==> src/rtl/fft_seq_ctrl.sv <==
// FFT coprocessor sequencer: streams 16 words from memory into the FFT unit, runs 6 CAL ops,
// waits for butterfly-3 ready, then exports 16 results and writes them back to memory.
//
// state  | meaning
// IDLE   | waiting for start
// LOAD   | 16 reads, each forwarded as a LOAD op one cycle later
// CAL    | 6 consecutive CAL ops
// WAIT   | waiting for butterfly-3 ready, bounded by WAIT_MAX
// EXPORT | 16 EXPORT ops, write-back trails by one cycle
// DRAIN  | write-back of the last exported word
// DONE   | one-cycle done pulse

module fft_seq_ctrl #(
   parameter int DATA_W    = 32,
   parameter int ADDR_W    = 32,
   parameter int OP_W      = 5,
   parameter int OP_NOP    = 0,
   parameter int OP_LOAD   = 1,
   parameter int OP_CAL    = 2,
   parameter int OP_EXPORT = 3,
   parameter int STRIDE    = 4,
   parameter int WAIT_MAX  = 64
) (
   input  logic              clk_i,
   input  logic              rst_i,
   input  logic              start_i,
   input  logic [ADDR_W-1:0] src_addr_i,
   input  logic [ADDR_W-1:0] dst_addr_i,
   output logic              busy_o,
   output logic              done_o,
   output logic              err_o,
   output logic              rd_en_o,
   output logic [ADDR_W-1:0] rd_addr_o,
   input  logic [DATA_W-1:0] rd_data_i,
   output logic              wr_en_o,
   output logic [ADDR_W-1:0] wr_addr_o,
   output logic [DATA_W-1:0] wr_data_o,
   output logic [OP_W-1:0]   fft_op_o,
   output logic [DATA_W-1:0] fft_src_o,
   input  logic [DATA_W-1:0] fft_dout_i,
   input  logic              fft_ready_i
);

   localparam int WAIT_CW = $clog2(WAIT_MAX + 1);
   localparam int N_CAL   = 6;

   typedef enum logic [2:0] {
      S_IDLE, S_LOAD, S_CAL, S_WAIT, S_EXPORT, S_DRAIN, S_DONE
   } state_t;

   state_t               state_q, state_d;
   logic [3:0]           idx_q, idx_d;
   logic [WAIT_CW-1:0]   wait_q, wait_d;
   logic [ADDR_W-1:0]    src_q, dst_q;
   logic                 err_q;
   logic                 ld_pend_q;
   logic                 wr_pend_q;
   logic [3:0]           wr_idx_q;
   logic                 rd_en;
   logic                 accept;
   logic                 timeout;

   function automatic logic [ADDR_W-1:0] word_off(input logic [3:0] i);
      return ADDR_W'(STRIDE) * ADDR_W'(i);
   endfunction

   // LOAD ends on the cycle that forwards the 16th word: pending load with idx already wrapped to 0
   assign rd_en   = (state_q == S_LOAD) && !(ld_pend_q && (idx_q == 4'd0));
   assign accept  = (state_q == S_IDLE) && start_i;
   assign timeout = (state_q == S_WAIT) && !fft_ready_i && (wait_q == '0);

   always_ff @(posedge clk_i or posedge rst_i) begin
      if (rst_i) begin
         state_q <= S_IDLE;
      end else begin
         state_q <= state_d;
      end
   end

   always_comb begin
      state_d = state_q;
      idx_d   = 4'd0;
      wait_d  = WAIT_CW'(WAIT_MAX - 1);
      case (state_q)
         S_IDLE: begin
            if (start_i) state_d = S_LOAD;
         end
         S_LOAD: begin
            idx_d = rd_en ? idx_q + 4'd1 : idx_q;
            if (!rd_en) state_d = S_CAL;
         end
         S_CAL: begin
            if (idx_q == 4'(N_CAL - 1)) begin
               state_d = fft_ready_i ? S_EXPORT : S_WAIT;
            end else begin
               idx_d = idx_q + 4'd1;
            end
         end
         S_WAIT: begin
            wait_d = (wait_q != '0) ? wait_q - 1'b1 : wait_q;
            if (fft_ready_i)       state_d = S_EXPORT;
            else if (wait_q == '0) state_d = S_DONE;
         end
         S_EXPORT: begin
            idx_d = idx_q + 4'd1;
            if (idx_q == 4'd15) state_d = S_DRAIN;
         end
         S_DRAIN: state_d = S_DONE;
         S_DONE:  state_d = S_IDLE;
         default: state_d = S_IDLE;
      endcase
   end

   always_ff @(posedge clk_i or posedge rst_i) begin
      if (rst_i) begin
         idx_q     <= 4'd0;
         wait_q    <= '0;
         src_q     <= '0;
         dst_q     <= '0;
         err_q     <= 1'b0;
         ld_pend_q <= 1'b0;
         wr_pend_q <= 1'b0;
         wr_idx_q  <= 4'd0;
      end else begin
         idx_q     <= idx_d;
         wait_q    <= wait_d;
         ld_pend_q <= rd_en;
         wr_pend_q <= (state_q == S_EXPORT);
         wr_idx_q  <= idx_q;
         if (accept) begin
            src_q <= src_addr_i;
            dst_q <= dst_addr_i;
         end
         if (accept)       err_q <= 1'b0;
         else if (timeout) err_q <= 1'b1;
      end
   end

   always_comb begin
      busy_o    = (state_q != S_IDLE);
      done_o    = (state_q == S_DONE);
      err_o     = err_q;
      rd_en_o   = rd_en;
      rd_addr_o = rd_en ? src_q + word_off(idx_q) : '0;
      fft_op_o  = OP_W'(OP_NOP);
      fft_src_o = '0;
      if (ld_pend_q) begin
         fft_op_o  = OP_W'(OP_LOAD);
         fft_src_o = rd_data_i;
      end else if (state_q == S_CAL) begin
         fft_op_o  = OP_W'(OP_CAL);
      end else if (state_q == S_EXPORT) begin
         fft_op_o  = OP_W'(OP_EXPORT);
      end
      wr_en_o   = wr_pend_q;
      wr_addr_o = wr_pend_q ? dst_q + word_off(wr_idx_q) : '0;
      wr_data_o = wr_pend_q ? fft_dout_i : '0;
   end

endmodule

==> config.mk <==
export PLATFORM = sky130hd
export DESIGN_NAME = fft_seq_ctrl
export DESIGN_NICKNAME = d
export VERILOG_FILES = /design/src/rtl/fft_seq_ctrl.sv
export SDC_FILE = /design/constraint.sdc
export NUM_CORES = 1
export LEC_CHECK = 0
export CORE_MARGIN = 5
export CORE_UTILIZATION = 40
export CTS_CLUSTER_DIAMETER = 80
export DETAILED_ROUTE_END_ITERATION = 10
export PLACE_DENSITY = 0.79
export SLEW_MARGIN = 40
export SYNTH_ARGS = -nofsm -noshare
export SYNTH_HDL_FRONTEND = slang
export SYNTH_SLANG_ARGS = --single-unit
export TNS_END_PERCENT = 100
==> constraint.sdc <==
create_clock -name clk_i -period 6.75 [get_ports clk_i]
set_input_delay 2.025 -clock clk_i [delete_from_list [all_inputs] [get_ports clk_i]]
set_output_delay 2.025 -clock clk_i [all_outputs]
set_load 0.01 [all_outputs]
Yosys cells after proc, flatten, opt, wreduce, memory -nomap -nowiden --
Index checks and enable logic that the tools add are counted.
Operators by class: divide/modulo/power cells 0, order comparisons 0, muxes and demuxes 22, add/subtract/negate cells 4, equal/unequal tests 15, shifts and indexed selects 0, reduce and logical (&&, ||, !) cells 14, bitwise logic cells 0, multipliers 0
Operators with widths (count):
- two-way mux 32 bit | 4
- adder 32 x 6 -> 32 bit | 2
- two-way mux 3 bit | 7
- case mux 3 bit (6 select lines) | 1
- two-way mux 7 bit | 2
- case mux 4 bit (3 select lines) | 1
- inequality test 2 bit (second input constant) | 5
- equality test 3 bit (second input constant) | 3
- two-way mux 4 bit | 2
- zero test 7 bit | 1
- nonzero test 7 bit | 1
- subtractor 7 x 1 -> 7 bit (second input constant) | 1
- equality test 3 x 2 -> 1 bit (second input constant) | 2
- two-way mux 2 bit | 3
- logical AND 1 bit | 5
- AND reduction 5 bit | 1
- adder 4 x 1 -> 4 bit (second input constant) | 1
- equality test 4 x 3 -> 1 bit (second input constant) | 1
- equality test 4 bit (second input constant) | 1
- zero test 4 bit | 1
- equality test 3 x 1 -> 1 bit (second input constant) | 1
- zero test 3 bit | 1
- inequality test 3 x 2 -> 1 bit (second input constant) | 1
- nonzero test 3 bit | 1
- 4 further kinds | 6
Storage, ports and cells: output and inout bits 138, register bits 85, bits in read-only memories 0, word-level logic and storage cells 64, bits in latches 0, memories kept 0, RAM bits 0, input bits 132

Longest topological paths before layout --
depth in word-level cells 6, depth in mapped cells 9, mapped depth without buffers 7

Worst setup path before layout --
Ideal clock, no wire load.
kind register to output, start point register idx_q[0], end point output rd_addr_o[28], arrival time 2354 ps, stages on the path, launching flop included 10, buffers on the path 2, path slack 2371 ps, data required time 4725 ps, cell sequence dfrtp_1 ha_1 inv_1 fa_1 nand2b_1 a21o_1 clkbuf_1 clkbuf_1 nor4_1 mux2i_1
On the way: word-level cells in the longest chain between the ends 5, elaborated cells on any way between the ends 6, classes of those cells add/sub (1); mux (1); reduce/logical (4)
Ends and longest elaborated chain:
- start: declaration | line 52 | logic [3:0] idx_q, idx_d;
- start signal: assignment | line 125 | idx_q <= idx_d;
- parallel branches: the longest is 4 deep, another holds adder 32 x 6 -> 32 bit
- two-way mux 32 bit (*) | line 144 | rd_addr_o = rd_en ? src_q + word_off(idx_q) : '0;
- end: declaration | line 33 | output logic [ADDR_W-1:0] rd_addr_o,
Mark *: on every way between the ends.

Worst setup path in the final report --
start point register dst_q[2], end point output wr_addr_o[22]
On the way: word-level cells in the longest chain between the ends 2
Ends and longest elaborated chain:
- start: declaration | line 54 | logic [ADDR_W-1:0] src_q, dst_q;
- start signal: assignment | line 132 | dst_q <= dst_addr_i;
- adder 32 x 6 -> 32 bit | line 156 | wr_addr_o = wr_pend_q ? dst_q + word_off(wr_idx_q) : '0;
- two-way mux 32 bit | line 156
- end: declaration | line 36 | output logic [ADDR_W-1:0] wr_addr_o,
Every way passes these cells.

==> metrics.cfg <==
[status]
status=complete, no violations

[clock_tree]
tritoncts=yes
path_clk_slew_ns=0.06
cts_root_buffer=clkbuf_16
cts_buffers=9
max-clock-path-buffers=2
post_cts.repair.setup_buffers=0
hold_buffers=0
insertion_delay_ns=0.35
postCtsResizedCells=0
cts_sinks=85
h-tree-depth=3

[layout]
drive_gt1_share_pct=10.4
layout.nets=1014
area.growth.synth_to_final_pct=53.1

[placed_design]
hpwl_mm=13.7
io_buffers=266
place.gp.congestion=0.829

[sta]
grt_setup_unrepaired=false
hold_viol_final=0
hold_ws_ns=0.475
min_period_ns=5.49
slew_viol_final=0
fmax_mhz=182
fin_setup_tns_ns=0
max_slew.worst_pin.slew_ns=0.728
clock_skew_ns=0.00835
maxSlewHeadroom_pct=51.4
period_share_pct=81.3
setup_viol=0

[worst_setup_path]
critPathMaxFanout=19
crit_family=simple AND/OR/NAND/NOR gates
worstSetupStartpointType=register
required_ns=4.72
cp-end-kind=output pin
max_stage_delay_ns=0.59
path_cells=ha_1 -> inv_1 -> fa_1 -> or2b_2 -> a21o_1 -> or4_1 -> a21oi_1 -> clkdlybuf4s50_1
crit_slowest_cell=or4_1
critPathKind=reg2out
arrival_ns=3.46
crit_buf_inv=2

[yosys]
syn_inst=622
avgSynthCellArea_um2=9.22
yosys-top-cells-area=dfrtp_1, mux2_2, and2_1, nand2_1, a21oi_1
ys_warn_count=0
ys.flop_type=dfrtp_1
synthArstFlopShare_pct=100
synth.largest_area_cell=dfrtp_1
yosysSeqAreaShare_pct=37.1
synth.top_cell.area_share_pct=37.1
synth_seq_cells=85
ys_top_cells_by_count=dfrtp_1, and2_1, mux2_2
ys_types=57
synth_most_common_cell=dfrtp_1
synth_edf_count=0
synth_area_mm2=0.00574

[pwr]
ir_drop_mv=0.221
powerDensity_mw_per_mm2=320
leakage_nw=3.30

[detailed_routing]
wl_per_cell_um=17.4
post-route-drc-count=0
postRouteAntennaNets=0
dr.pass1.iters=4
viasPerCell=5.27
drtIter0Drc=373
drt-total-wl_mm=18.3
num_vias=5557

[hold_path]
min_path_type=reg2reg

[global_routing]
grt_pass1_vias=5338
grt_start_max_net_pins=49
antenna_found_initial=2
grt_pass1_wl_mm=27.8
track_usage_pct=20.9
overflow=0

[job]
cap_violations=0

[floorplanning]
die_w_um=130
core-area_mm2=0.0140
die-area_mm2=0.0168
initial_core_util_pct=41.0
io_pins=270
fp.dieH_um=130
rows=43

[cells in the final DEF (no fill, tap or decap), types with 3 or more instances in the layout]
master | synthesis | routed
mux2i_1 | 13 | 13
inv_1 | 23 | 22
a211oi_1 | 5 | 5
a21o_1 | 5 | 5
nor4_1 | 11 | 11
and2_1 | 70 | 70
nand2b_1 | 18 | 18
clkinv_2 | 0 | 3
a31oi_1 | 3 | 3
clkbuf_8 | 0 | 3
o21ai_0 | 29 | 29
nor2_1 | 22 | 22
and4_1 | 7 | 7
ha_1 | 13 | 13
nand4_1 | 10 | 10
a21oi_1 | 36 | 36
clkbuf_16 | 0 | 9
and3_1 | 5 | 5
xnor2_1 | 7 | 7
conb_1 | 1 | 3
mux2_1 | 4 | 4
xor2_1 | 7 | 7
o211ai_1 | 4 | 4
o31ai_1 | 15 | 15
or3_1 | 17 | 17
buf_4 | 5 | 7
dfrtp_1 | 85 | 84
nand2_1 | 49 | 49
nand3_1 | 19 | 19
clkdlybuf4s50_1 | 0 | 266
or4_1 | 16 | 16
mux2_2 | 54 | 54
nor3_1 | 3 | 3
[registers in the layout, summed over array words and instances (netlist names)]
name and flops:
state_q 3, wr_en_o 1, ld_pend_q 1, wait_q 7
wr_idx_q 4, idx_q 4, dst_q 32, src_q 32
err_o 1
[layer usage]
layer | vias up | track usage, % | part of all wire (%)
met1 | 2643 | 25.5 | 41
met3 | 17 | 6.63 | 9.3
met4 | 0 | 7.15 | 1.3
met5 | - | 0 | 0
met2 | 190 | 35.1 | 48
li1 | 2707 | - | -
[cell families after synthesis]
group	share of synthesized area, %
xor gates and xnor gates	2.14
and+or+nand+nor	26.8
other	0.0654
AOI/OAI and AO/OA	11.4
muxes	13.7
buffers and inverters	5.41
DFF	37.1
adders and majority gates	3.53
[where the power goes]
part,internal (W),switching [W]
logic,0.000714,0.000577
clock network,0.000315,0.000203
registers,0.000735,0.000268
total,0.00176,0.00105
[area by class of cell]
class / instances / area, µm²
timing repair buffer: 273 / 2720
fill: 1221 / 5210
clock inverter: 4 / 45.0
multi-input combinational: 475 / 3310
tap: 180 / 225
clock buffer: 12 / 267
sequential: 85 / 2130
antenna: 2 / 5.00
inverter: 23 / 88.8
[path summary, 6_finish.rpt]
kind | from | to | slack [ns] | cells past startpoint
max in group asynchronous | rst_i | ld_pend_q | 3.62 | 3
min reg2reg | idx_q[1] | wr_idx_q[1] | 0.47 | 0
max reg2reg | idx_q[0] | state_q[0] | 4.31 | 8
min | idx_q[1] | wr_idx_q[1] | 0.47 | 0
max | dst_q[2] | wr_addr_o[22] | 1.26 | 8
min in group asynchronous | rst_i | dst_q[31] | 2.09 | 2
[worst reg2reg max path, stage by stage (launching register included)]
cell and delay (ns):
dfrtp_1 0.49, inv_1 0.10, ha_1 0.20, and4bb_2 0.24
nand2b_1 0.14, buf_4 0.22, inv_1 0.57, nor3b_1 0.16
a31o_2 0.23
[per-stage QoR]
stage / utilization (%) / setup WS (ns) / instances / total power, W / cell area (µm²)
2_1_floorplan: - / 2.37 / 624 / 0.00174 / 5740
3_3_place_gp: 60.5 / 1.53 / 1036 / 0.00227 / 8460
3_5_place_dp: 60.5 / 1.53 / 1036 / 0.00230 / 8460
4_1_cts: 62.7 / 1.24 / 1052 / 0.00284 / 8770
5_1_grt: 62.8 / 1.08 / 1054 / 0.00302 / 8780
6_report: 62.8 / 1.26 / 1054 / 0.00281 / 8780
(Power assumes the default switching activity.)
